### config.mk
export PLATFORM = sky130hd
export DESIGN_NAME = mem_lsu
export DESIGN_NICKNAME = d
export VERILOG_FILES = /design/src/rtl/mem_lsu.sv
export SDC_FILE = /design/constraint.sdc
export NUM_CORES = 1
export LEC_CHECK = 0
export ABC_AREA = 1
export CAP_MARGIN = 5
export CORE_AREA = 2 2 137 139
export DETAILED_ROUTE_END_ITERATION = 12
export DIE_AREA = 0 0 139 141
export GPL_TIMING_DRIVEN = 0
export PLACE_DENSITY = 0.74
export SLEW_MARGIN = 40
export SYNTH_ARGS = -nofsm -noshare
export SYNTH_HDL_FRONTEND = slang
export SYNTH_SLANG_ARGS = --single-unit
### constraint.sdc
create_clock -name clk -period 2.1 [get_ports clk]
set_input_delay 0.21 -clock clk [delete_from_list [all_inputs] [get_ports clk]]
set_output_delay 0.21 -clock clk [all_outputs]
set_load 0.01 [all_outputs]
### src/rtl/mem_lsu.sv
// Memory-access stage: issues handshaked data-bus transactions for loads and
// stores, stalls the pipeline while the bus is busy, formats load data and
// implements LL/SC. Non-memory instructions pass straight through.
module mem_lsu #(
  parameter int DW      = 32,
  parameter int TIMEOUT = 255
) (
  input  logic          clk,
  input  logic          rst_n,
  input  logic [3:0]    mem_op_i,
  input  logic [DW-1:0] result_i,
  input  logic [DW-1:0] store_data_i,
  input  logic          en_wb_i,
  input  logic [4:0]    desReg_addr_i,
  input  logic [DW-1:0] hi_i,
  input  logic [DW-1:0] lo_i,
  input  logic          en_hilo_i,
  input  logic          LLbit_i,
  input  logic          wb_LLbit_en_i,
  input  logic          wb_LLbit_data_i,
  output logic          bus_req_o,
  output logic          bus_we_o,
  output logic [DW-1:0] bus_addr_o,
  output logic [3:0]    bus_sel_o,
  output logic [DW-1:0] bus_wdata_o,
  input  logic [DW-1:0] bus_rdata_i,
  input  logic          bus_ack_i,
  output logic [DW-1:0] result_o,
  output logic          en_wb_o,
  output logic [4:0]    desReg_addr_o,
  output logic [DW-1:0] hi_o,
  output logic [DW-1:0] lo_o,
  output logic          en_hilo_o,
  output logic          LLbit_en_o,
  output logic          LLbit_data_o,
  output logic          stallreq_o,
  output logic          misalign_o,
  output logic          bus_err_o
);

  localparam logic [3:0] OP_LB  = 4'd1;
  localparam logic [3:0] OP_LBU = 4'd2;
  localparam logic [3:0] OP_LH  = 4'd3;
  localparam logic [3:0] OP_LHU = 4'd4;
  localparam logic [3:0] OP_LW  = 4'd5;
  localparam logic [3:0] OP_SB  = 4'd6;
  localparam logic [3:0] OP_SH  = 4'd7;
  localparam logic [3:0] OP_SW  = 4'd8;
  localparam logic [3:0] OP_LL  = 4'd9;
  localparam logic [3:0] OP_SC  = 4'd10;

  // Last counter value before giving up on the bus; an ack in that cycle still wins.
  localparam logic [7:0] CNT_LAST = 8'(TIMEOUT - 1);

  typedef enum logic [1:0] {S_IDLE, S_BUSY, S_DONE} state_t;

  state_t        state, state_nxt;
  logic [7:0]    cnt;
  logic [DW-1:0] cap_data;
  logic          cap_err;

  logic          is_mem, is_store, misaligned, llbit_eff, sc_fail, access;

  // Big-endian lane extraction and sign/zero extension of read data.
  // SC completion yields 1; plain stores capture nothing useful.
  function automatic logic [DW-1:0] fmt_load(input logic [3:0] op,
                                             input logic [1:0] a,
                                             input logic [DW-1:0] d);
    logic [7:0]  b;
    logic [15:0] h;
    case (a)
      2'd0:    b = d[31:24];
      2'd1:    b = d[23:16];
      2'd2:    b = d[15:8];
      default: b = d[7:0];
    endcase
    h = a[1] ? d[15:0] : d[31:16];
    case (op)
      OP_LB:        return {{24{b[7]}}, b};
      OP_LBU:       return {24'h0, b};
      OP_LH:        return {{16{h[15]}}, h};
      OP_LHU:       return {16'h0, h};
      OP_LW, OP_LL: return d;
      OP_SC:        return DW'(1);
      default:      return '0;
    endcase
  endfunction

  // Byte-lane enables; address 0 is the most significant lane.
  function automatic logic [3:0] lane_sel(input logic [3:0] op, input logic [1:0] a);
    case (op)
      OP_LB, OP_LBU, OP_SB: return 4'b1000 >> a;
      OP_LH, OP_LHU, OP_SH: return a[1] ? 4'b0011 : 4'b1100;
      default:              return 4'b1111;
    endcase
  endfunction

  // Store data replicated into every lane so the memory picks it up via sel.
  function automatic logic [DW-1:0] lane_wdata(input logic [3:0] op, input logic [DW-1:0] rt);
    case (op)
      OP_SB:        return {4{rt[7:0]}};
      OP_SH:        return {2{rt[15:0]}};
      OP_SW, OP_SC: return rt;
      default:      return '0;
    endcase
  endfunction

  // Classify the incoming instruction: misaligned, failed SC, or real bus access.
  always_comb begin
    is_mem     = (mem_op_i >= OP_LB) && (mem_op_i <= OP_SC);
    is_store   = (mem_op_i == OP_SB) || (mem_op_i == OP_SH) ||
                 (mem_op_i == OP_SW) || (mem_op_i == OP_SC);
    misaligned = (((mem_op_i == OP_LH) || (mem_op_i == OP_LHU) || (mem_op_i == OP_SH)) &&
                  result_i[0]) ||
                 (((mem_op_i == OP_LW) || (mem_op_i == OP_SW) ||
                   (mem_op_i == OP_LL) || (mem_op_i == OP_SC)) && (result_i[1:0] != 2'b00));
    llbit_eff  = wb_LLbit_en_i ? wb_LLbit_data_i : LLbit_i;
    sc_fail    = (mem_op_i == OP_SC) && !llbit_eff && !misaligned;
    access     = is_mem && !misaligned && !sc_fail;
  end

  // State register.
  always_ff @(posedge clk or negedge rst_n) begin
    if (!rst_n) state <= S_IDLE;
    else        state <= state_nxt;
  end

  // Next state and all outputs toward mem_wb and ctrl.
  always_comb begin
    state_nxt     = state;
    result_o      = result_i;
    en_wb_o       = en_wb_i;
    desReg_addr_o = desReg_addr_i;
    hi_o          = hi_i;
    lo_o          = lo_i;
    en_hilo_o     = en_hilo_i;
    LLbit_en_o    = 1'b0;
    LLbit_data_o  = 1'b0;
    stallreq_o    = 1'b0;
    misalign_o    = 1'b0;
    bus_err_o     = 1'b0;
    case (state)
      S_IDLE: begin
        if (misaligned) begin
          misalign_o = 1'b1;
          en_wb_o    = 1'b0;
          en_hilo_o  = 1'b0;
        end else if (sc_fail) begin
          result_o = '0;
        end else if (access) begin
          stallreq_o = 1'b1;
          result_o   = '0;
          en_wb_o    = 1'b0;
          en_hilo_o  = 1'b0;
          state_nxt  = S_BUSY;
        end
      end
      S_BUSY: begin
        stallreq_o = 1'b1;
        result_o   = '0;
        en_wb_o    = 1'b0;
        en_hilo_o  = 1'b0;
        if (bus_ack_i || (cnt == CNT_LAST)) state_nxt = S_DONE;
      end
      default: begin
        state_nxt = S_IDLE;
        if (cap_err) begin
          bus_err_o = 1'b1;
          en_wb_o   = 1'b0;
          result_o  = '0;
        end else begin
          result_o = cap_data;
          if (mem_op_i == OP_LL) begin
            LLbit_en_o   = 1'b1;
            LLbit_data_o = 1'b1;
          end else if (mem_op_i == OP_SC) begin
            LLbit_en_o   = 1'b1;
            LLbit_data_o = 1'b0;
          end
        end
      end
    endcase
  end

  // Bus request fields, timeout counter and captured completion data.
  always_ff @(posedge clk or negedge rst_n) begin
    if (!rst_n) begin
      bus_req_o   <= 1'b0;
      bus_we_o    <= 1'b0;
      bus_addr_o  <= '0;
      bus_sel_o   <= '0;
      bus_wdata_o <= '0;
      cnt         <= '0;
      cap_data    <= '0;
      cap_err     <= 1'b0;
    end else begin
      case (state)
        S_IDLE: begin
          if (access) begin
            bus_req_o   <= 1'b1;
            bus_we_o    <= is_store;
            bus_addr_o  <= {result_i[DW-1:2], 2'b00};
            bus_sel_o   <= lane_sel(mem_op_i, result_i[1:0]);
            bus_wdata_o <= lane_wdata(mem_op_i, store_data_i);
            cnt         <= '0;
            cap_err     <= 1'b0;
          end
        end
        S_BUSY: begin
          cnt <= cnt + 8'd1;
          if (bus_ack_i) begin
            bus_req_o <= 1'b0;
            cap_data  <= fmt_load(mem_op_i, result_i[1:0], bus_rdata_i);
            cap_err   <= 1'b0;
          end else if (cnt == CNT_LAST) begin
            bus_req_o <= 1'b0;
            cap_data  <= '0;
            cap_err   <= 1'b1;
          end
        end
        default: ;
      endcase
    end
  end

endmodule

== After elaboration in Yosys (flattened, before gate mapping) ==
Index checks and enable logic that the tools add are counted.
Widths: inputs -> output; s select.
Word-level totals
  flip-flop bits (word level): 111
  logic and storage cells: 120
Operators by class
  $add $sub $neg: 1
  $lt $le $gt $ge: 2
  eq/ne operators: 19
  shifts and indexed selects: 1
  mux-type cells: 53
  reductions and logical operators: 35
Operator list (count)
  $mux 32: 6
  $pmux 32 s6: 1
  $pmux 32 s3: 1
  $pmux 32 s2: 1
  $mux 1: 28
  $pmux 8 s3: 1
  $eq 4x3->1 const B: 4
  $mux 16: 1
  $pmux 8 s2: 1
  $eq 4x4->1 const B: 3
  $logic_or 1x1->1: 10
  $pmux 1 s2: 5
  $add 8x1->8 const B: 1
  $eq 4x2->1 const B: 2
  $eq 8x8->1 const B: 1
  $mux 2: 4
  $mux 8: 1
  $ne 2x2->1 const B: 4
  $pmux 4 s2: 1
  $logic_and 1x1->1: 7
  $reduce_and 2->1: 3
  $reduce_bool 2->1: 3
  $reduce_or 2->1: 3
  $reduce_or 3->1: 2
  13 further kinds: 17

== Logic depth before layout (Yosys ltp) ==
Gate-level depths: netlist of the first run.
  depth in word-level cells: 14
  depth in mapped cells: 12
  mapped depth without buffers: 11

== Worst setup path before layout of the first run ==
OpenSTA, ideal clock, no wires.
  path type: input -> output
  from: input mem_op_i[2]
  to: output result_o[5]
  arrival: 1.314 ns
  required time: 1.890 ns
  path slack: 0.576 ns
  cell stages on the path: 9
  buffers on the path: 1
  cell sequence: inv_2 -> nor2_1 -> nand2_1 -> nand3_2 -> nand2_2 -> nand3b_1 -> buf_2 -> nand2_1 -> o21ai_0
Between the ends
  word-level cells in the longest chain between the ends: 14
RTL lines
  start, declared: RTL line 10  | input logic [3:0] mem_op_i,
  $eq 4x3->1 or $eq 4x4->1 (tied branches): RTL line 115  | (((mem_op_i == OP_LW) || (mem_op_i == OP_SW) ||
  $logic_or 1x1->1 (2 in a row): RTL line 115
  $logic_or 1x1->1: RTL line 116  | (mem_op_i == OP_LL) || (mem_op_i == OP_SC)) && (result_i[1:0] != 2'b00));
  $logic_and 1x1->1: RTL line 116
  $logic_or 1x1->1: RTL line 114  | result_i[0]) ||
  $logic_not 1->1: RTL line 118, 119
  $logic_and 1x1->1: RTL line 118  | sc_fail = (mem_op_i == OP_SC) && !llbit_eff && !misaligned;
  $logic_not 1->1: RTL line 119  | access = is_mem && !misaligned && !sc_fail;
  $logic_and 1x1->1: RTL line 119
  $mux 32: RTL line 150  | end else if (access) begin
  $mux 32: RTL line 148  | end else if (sc_fail) begin
  $mux 32 *: RTL line 144  | if (misaligned) begin
  $pmux 32 s2 *: RTL line 142  | case (state)
  end, declared: RTL line 28  | output logic [DW-1:0] result_o,
Mark *: on every way between the ends. The rest lies on a longest branch, timed or not.

== Worst setup path in the final report of the first run ==
  from: input wb_LLbit_data_i
  to: output result_o[24]
Between the ends
  word-level cells in the longest chain between the ends: 10
RTL lines
  start, declared: RTL line 20  | input logic wb_LLbit_data_i,
  $mux 1 *: RTL line 117  | llbit_eff = wb_LLbit_en_i ? wb_LLbit_data_i : LLbit_i;
  $logic_not 1->1 *: RTL line 118
  $logic_and 1x1->1 * (2 in a row): RTL line 118
  $logic_not 1->1: RTL line 119
  $logic_and 1x1->1: RTL line 119
  $mux 32: RTL line 150
  $mux 32 *: RTL line 148
  $mux 32 *: RTL line 144
  $pmux 32 s2 *: RTL line 142
Marks and branches as above.

==> metrics.md, run 1 <==
| Metric | Value |
|---|---|
| Die area | `about 20000 µm²` |
| DPL Wire Length | `between 15000 and 20000 µm` |
| DR WL/cell | `16.1 µm` |
| Sequential Power Share | `0.358` |
| Final Net Count | `about 1400` |
| GP Congestion | `~0.91` |
| Worst IR Drop VDD | `approximately 0.00047 V` |
| Internal Pwr Total | `around 5.6 mW` |
| Core Region | `between 15000 and 20000 µm²` |
| Slowest-stage cell, CP | `clkdlybuf4s50_1` |
| Antenna violations before repair | `1` |
| Reg-to-Reg End | `cap_data[24]$_DFFE_PN0P_` |
| All-Layer GR Usage | `0.239` |
| Critical Path Start | `wb_LLbit_data_i` |
| Most frequent cells in the layout | `nand2_1 (404), clkdlybuf4s50_1 (238), dfrtp_1 (110), buf_4 (88), o21ai_1 (67)` |
| Post-Route WL | `24200 µm` |
| R2R depth | `8` |
| Switching power | `roughly 3.3 mW` |
| Clk Tree Root Cell | `clkbuf_16` |
| Synth cell types | `34` |
| Syn Area/Cell | `approximately 7 µm²` |
| Syn-to-layout area delta | `53.7%` |
| Required @ worst endpoint | `approximately 1900 ps` |
| WHS Path Cells | `6` |
| Switching share of power | `0.369` |
| Most common cell after layout, fill and taps aside | `nand2_1` |
| P_leak | `5.18 nW` |
| CTS Buffer Depth | `2` |
| H-Tree Depth | `3` |
| Placement Cell Area | `approximately 9800 µm²` |
| Yosys warning total | `0` |
| Fmax | `slightly below 500 MHz` |
| Worst-path fanout max | `5` |
| Synth Cell Area | `~6700 µm²` |
| Reg clk slew, reported paths | `80 ps` |
| Rel. slew slack | `0.644` |
| Worst Path Arrival | `approximately 1800 ps` |
| Fillers | `1733` |
| Global route overflow | `0` |
| Reg2reg setup slack | `about 230 ps` |
| Fin crit period | `just over 2000 ps` |
| First-pass GRT wire length | `37100 µm` |
| Outcome | `completed` |
| Setup CP Type | `input pin to output port` |
| Startpoint types | `input pin` |
| Worst slew pin tran | `roughly 530 ps` |
| Starting density of the core | `0.366` |
| Die height | `between 100 and 150 µm` |
| WHS | `330 ps` |
| Endpoints failing setup | `0` |
| CP most frequent cell | `nand2_1` |
| Worst Hold Class | `input pin to flip-flop` |
| Yosys reg bits | `between 100 and 150` |
| CP peak stage delay | `410 ps` |
| CP Cell Sequence | `clkdlybuf4s50_1 > nand2_1 > inv_1 > nor2_4 > nand2_2 > nand3b_1 > buf_12 > buf_4 > nand2_1 > o21ai_1 > clkdlybuf4s15_1` |
| Num CTS Buffers | `9` |
| Critical Path End Type | `output port` |
| Fin. Hold Viols | `0` |
| Max-cap viol count | `0` |
| Die span in x | `about 140 µm` |
| Post-synth ARST share | `1.00` |
| Vias per cell | `~4.9` |
| Starting DRT DRC Count | `approximately 650` |
| Largest net degree at the start of global routing | `57` |
| DR pass1 iterations | `8` |
| Hold endpoint | `bus_we_o$_DFFE_PN0P_` |
| Period utilisation layout | `0.978` |
| # DRC | `0` |
| Final non-filler cell area | `10300 µm²` |
| Max-slew violation count | `0` |
| ANT nets after route | `0` |
| Post-synth EDFFs | `0` |
| Setup Skew | `11.8 ps` |
| Top FF cell, synth | `dfrtp_1` |
| # rows | `50` |
| Clock latency on the worst-skew pair | `between 300 and 400 ps` |
| Hold path startpoint | `mem_op_i[0]` |
| Routed vias | `roughly 7400` |
| Combinational Power Share | `0.448` |
| Power share of the clock group | `0.194` |
| Final core occ | `0.563` |
| Seq/Total Area, Yosys | `0.415` |
| # IOs | `about 360` |
| Vias in the first global route | `around 6900` |
| Port Buffer Count | `between 200 and 300` |
| TritonCTS clock tree | `done` |
| PwrDens | `slightly below 900 nW/µm²` |
| Beginning of the worst register-to-register path | `state[1]$_DFFE_PN0P_` |
| Mapped Cells | `approximately 950` |
| Share of cells above drive strength 1 | `0.161` |
| CTS Sinks | `111` |
[per-layer routing]
| layer | routed length (µm) | track usage |
|---|---|---|
| met5 | 0 | 0 |
| met2 | 11500 | 0.387 |
| met1 | 10500 | 0.326 |
| met3 | 1310 | 0.0323 |
| met4 | 806 | 0.0973 |
[state kept, by name, summed over array words and instances (netlist names)]
| name | flops |
|---|---|
| bus_wdata_o | 32 |
| cap_data | 32 |
| bus_addr_o | 30 |
| cnt | 8 |
| bus_sel_o | 4 |
| state | 2 |
| bus_req_o | 1 |
| bus_we_o | 1 |
| cap_err | 1 |
[metrics by stage]
step | TNS [ps] | instances | total power, mW | worst slack, ps
after detailed placement | -44340 | 1473 | 7.17 | -908
final | 0 | 1501 | 8.90 | 47.1
after floorplan | 0 | 955 | 4.92 | 576
after global placement | -429190 | 1472 | 7.10 | -3520
after global routing | -65.3 | 1501 | 9.44 | -29.9
after CTS | 0 | 1495 | 8.90 | 0.435
[logic make-up (layout without fill, tap and decap cells)]
group                      after synthesis  after routing  share of synthesized area
AOI/OAI and AO/OA                      172            172                      0.140
adders and majority gates                2              2                    0.00374
buffers and inverters                  171            482                      0.145
DFF                                    111            111                      0.415
other                                    1              3                   0.000561
and+or+nand+nor                        497            497                      0.295
[power groups by stage]
stage	Clock (mW)	Sequential [mW]	Combinational, mW
finish	1.73	3.18	3.99
global placement	0	3.19	3.91
global route	1.82	3.27	4.35
CTS	1.75	3.18	3.97
detailed placement	0	3.20	3.96
floorplan	0	3.39	1.53
[how the worst max path moves through the flow]
stage | end | slack (ps) | cells past startpoint
final | result_o[24] | 50 | 11
after global routing | result_o[24] | -30 | 11
after CTS | result_o[5] | 0.4 | 11
after detailed placement | result_o[31] | -910 | 11
after global placement | bus_wdata_o[3]$_DFFE_PN0P_ | -3520 | 1
after floorplan | result_o[5] | 580 | 9
[timing repair]
item / CTS / global route
hold buffers: 1 / 0
buffers inserted: 5 / 5
gates resized for setup: 149 / 47
pin swaps: 6 / 4
cloned: 1 / 0
setup endpoints to repair: 38 / 54
hold endpoints to repair: 55 / 0
[final cells by class]
cell class	count	area, µm²	share of cell area
antenna	1	2.50	0.000243
buffer	115	822	0.0800
clock buffer	10	229	0.0223
clock inverter	6	63.8	0.00621
inverter	55	209	0.0203
multi-input combinational	673	3070	0.299
sequential	111	2780	0.270
tap	234	293	0.0285
timing repair buffer	296	2810	0.273
[critical path, delay by kind of cell]
family                 cells  cell delay (ps)
buffers and inverters      5             1020
AO/OA/AOI/OAI              1               50
AND/OR/NAND/NOR            5              550
[cell usage after synthesis (5+ instances only)]
cell type  count  area [µm²]
a21oi_1       45         225
a22oi_1        8        60.1
buf_2         17        85.1
buf_4         78         586
clkbuf_1      19        71.3
dfrtp_1      111        2780
inv_1         48         180
inv_2          6        22.5
nand2_1      415        1560
nand3_1       29         145
nor2_1        34         128
o211ai_1       5        37.5
o21ai_0       34         170
o21ai_1       66         330
o31ai_1        8        60.1
(Power assumes the default switching activity.)
==> run 2, diff against run 1 <==
--- a/config.mk
+++ b/config.mk
@@ -6,12 +6,13 @@
 export NUM_CORES = 1
 export LEC_CHECK = 0
 export ABC_AREA = 1
-export CAP_MARGIN = 5
+export CAP_MARGIN = 20
 export CORE_AREA = 2 2 137 139
 export DETAILED_ROUTE_END_ITERATION = 12
 export DIE_AREA = 0 0 139 141
 export GPL_TIMING_DRIVEN = 0
 export PLACE_DENSITY = 0.74
+export SETUP_SLACK_MARGIN = 0.4
 export SLEW_MARGIN = 40
 export SYNTH_ARGS = -nofsm -noshare
 export SYNTH_HDL_FRONTEND = slang
==> metrics.md, run 2 (synthesized netlist as in run 1, its figures left out) <==
| Metric | Value |
|---|---|
| Worst Hold Class | `input pin to flip-flop (unchanged)` |
| RSZ-0062 raised after global routing | `true` |
| R2R depth | `7 (was 8)` |
| Placed cells | `1473 (unchanged)` |
| Syn-to-layout area delta | `61.4% (was 53.7%)` |
| Final core occ | `0.591 (was 0.563)` |
| Vias per cell | `4.93 (was 4.90)` |
| Setup CP Type | `flip-flop to output port (was input pin to output port)` |
| Antenna violations before repair | `0 (was 1)` |
| Max-cap viol count | `0 (unchanged)` |
| Reg clk slew, reported paths | `80 ps (about the same)` |
| Worst-path fanout max | `10 (was 5)` |
| Hold path startpoint | `mem_op_i[0] (unchanged)` |
| Starting DRT DRC Count | `567 (was 652)` |
| Layout Cells excl Fill | `1525 (was 1501)` |
| Met2 wire length | `12100 µm (was 11500 µm)` |
| DPL Wire Length | `18600 µm (unchanged)` |
| Worst IR Drop VDD | `0.000519 V (was 0.000467 V)` |
| First-pass GRT wire length | `38500 µm (was 37100 µm)` |
| Most frequent cells in the layout | `nand2_1 (388), clkdlybuf4s50_1 (234), dfrtp_1 (110), buf_4 (107), o21ai_1 (51) (was nand2_1 (404), clkdlybuf4s50_1 (238), dfrtp_1 (110), buf_4 (88), o21ai_1 (67))` |
| Clk Tree Root Cell | `clkbuf_16 (unchanged)` |
| Reg-to-Reg End | `cnt[7]$_DFFE_PN0P_ (was cap_data[24]$_DFFE_PN0P_)` |
| Post-Route WL | `25100 µm (was 24200 µm)` |
| Final setup TNS | `0 ps (unchanged)` |
| Period utilisation layout | `0.875 (was 0.978)` |
| Met3 wire len | `1400 µm (was 1310 µm)` |
| Startpoint types | `flip-flop (was input pin)` |
| DR pass1 iterations | `7 (was 8)` |
| Critical Path End Type | `output port (unchanged)` |
| # DRC | `0 (unchanged)` |
| Routed vias | `7519 (was 7351)` |
| Final Net Count | `1465 (was 1440)` |
| Global route overflow | `0 (unchanged)` |
| Vias in the first global route | `7210 (was 6944)` |
| Metal-1 WL | `10900 µm (was 10500 µm)` |
| P_leak | `5.45 nW (was 5.18 nW)` |
| Worst slew pin tran | `523 ps (was 534 ps)` |
| DR WL/cell | `16.5 µm (was 16.1 µm)` |
| Hold endpoint | `bus_we_o$_DFFE_PN0P_ (unchanged)` |
| Reg2reg setup slack | `500 ps (was 230 ps)` |
| Die height | `141 µm (unchanged)` |
| # IOs | `355 (unchanged)` |
| H-Tree Depth | `3 (unchanged)` |
| Starting density of the core | `0.366 (unchanged)` |
| Clock latency on the worst-skew pair | `370 ps (about the same)` |
| Final non-filler cell area | `10800 µm² (was 10300 µm²)` |
| Outcome | `completed (unchanged)` |
| Num CTS Buffers | `9 (unchanged)` |
| Die span in x | `139 µm (unchanged)` |
| Max Used Layer | `met4 (unchanged)` |
| Fillers | `1673 (was 1733)` |
| Port Buffer Count | `283 (unchanged)` |
| Share of cells above drive strength 1 | `0.218 (was 0.161)` |
| Largest net degree at the start of global routing | `57 (unchanged)` |
| Worst Path Arrival | `1630 ps (was 1840 ps)` |
| Beginning of the worst register-to-register path | `state[0]$_DFFE_PN0P_ (was state[1]$_DFFE_PN0P_)` |
| Die area | `19600 µm² (unchanged)` |
| CTS Sinks | `111 (unchanged)` |
| PwrDens | `861 nW/µm² (was 866 nW/µm²)` |
| Required @ worst endpoint | `1890 ps (about the same)` |
| GP Congestion | `0.908 (unchanged)` |
| Endpoints failing setup | `0 (unchanged)` |
| Setup Skew | `11.4 ps (was 11.8 ps)` |
| TritonCTS clock tree | `done (unchanged)` |
| Most common cell after layout, fill and taps aside | `nand2_1 (unchanged)` |
| Ant. Diodes | `0 (was 1)` |
| CTS Buffer Depth | `2 (unchanged)` |
| Top flop regs | `bus_wdata_o (32), cap_data (32), bus_addr_o (30) (unchanged)` |
| Fin. Hold Viols | `0 (unchanged)` |
| WHS | `275 ps (was 330 ps)` |
| Max-slew violation count | `0 (unchanged)` |
| # rows | `50 (unchanged)` |
| Rel. slew slack | `0.651 (was 0.644)` |
| ANT nets after route | `0 (unchanged)` |
| Fin crit period | `1840 ps (was 2050 ps)` |
| Placement Cell Area | `9850 µm² (unchanged)` |
| Fmax | `544 MHz (was 487 MHz)` |
| Core Region | `18300 µm² (unchanged)` |
| WHS Path Cells | `6 (unchanged)` |
| All-Layer GR Usage | `0.248 (was 0.239)` |
==> run 2: critical path, stage by stage (launching register included) <==
cell and delay [ps]:
dfrtp_1 410, nor2_4 150, buf_12 130, nand2_8 80, buf_8 150, o21ai_2 160
buf_2 170
==> run 2: repair_timing <==
| action | in CTS | in global routing |
|---|---|---|
| cloned | 5 | 1 |
| gates resized for setup | 297 | 41 |
| pin swaps | 25 | 11 |
| endpoints found under the setup margin | 144 | 68 |
| hold buffers | 1 | 0 |
| endpoints found under the hold margin | 55 | 0 |
| setup buffers | 22 | 7 |
==> run 2: how the worst max path moves through the flow <==
stage | start | end | slack [ps] | cells past startpoint
after floorplan | mem_op_i[2] | result_o[5] | 580 | 9
after global placement | rst_n | bus_wdata_o[3]$_DFFE_PN0P_ | -3520 | 1
after detailed placement | mem_op_i[1] | result_o[31] | -910 | 11
after CTS | state[0]$_DFFE_PN0P_ | result_o[18] | 320 | 6
after global routing | state[1]$_DFFE_PN0P_ | result_o[31] | 230 | 6
final | state[0]$_DFFE_PN0P_ | result_o[31] | 260 | 6
==> run 2: layout make-up <==
class                      instances  area (µm²)  share of cell area
multi-input combinational        673        3230               0.299
timing repair buffer             320        3080               0.285
sequential                       111        2780               0.258
buffer                           116         906              0.0840
tap                              234         293              0.0271
clock buffer                      10         229              0.0212
inverter                          55         211              0.0196
clock inverter                     6        63.8             0.00591
==> run 2: metal layers <==
layer,track usage,vias to the layer above
met1,0.332,3528
li1,-,3634
met3,0.0302,47
met2,0.409,310
met4,0.103,0
met5,0,-
==> run 2: power breakdown <==
group / switching, mW / internal (mW) / leakage [nW] / total (mW)
Sequential: 0.389 / 2.79 / 1.46 / 3.18
Clock: 0.895 / 0.841 / 0.140 / 1.74
Combinational: 2.14 / 2.24 / 3.85 / 4.38
==> run 2: through the flow <==
| step | power [mW] | worst slack (ps) |
|---|---|---|
| after floorplan | 4.92 | 576 |
| after global routing | 9.81 | 233 |
| after CTS | 9.23 | 316 |
| after detailed placement | 7.17 | -908 |
| after global placement | 7.10 | -3520 |
| final | 9.29 | 263 |
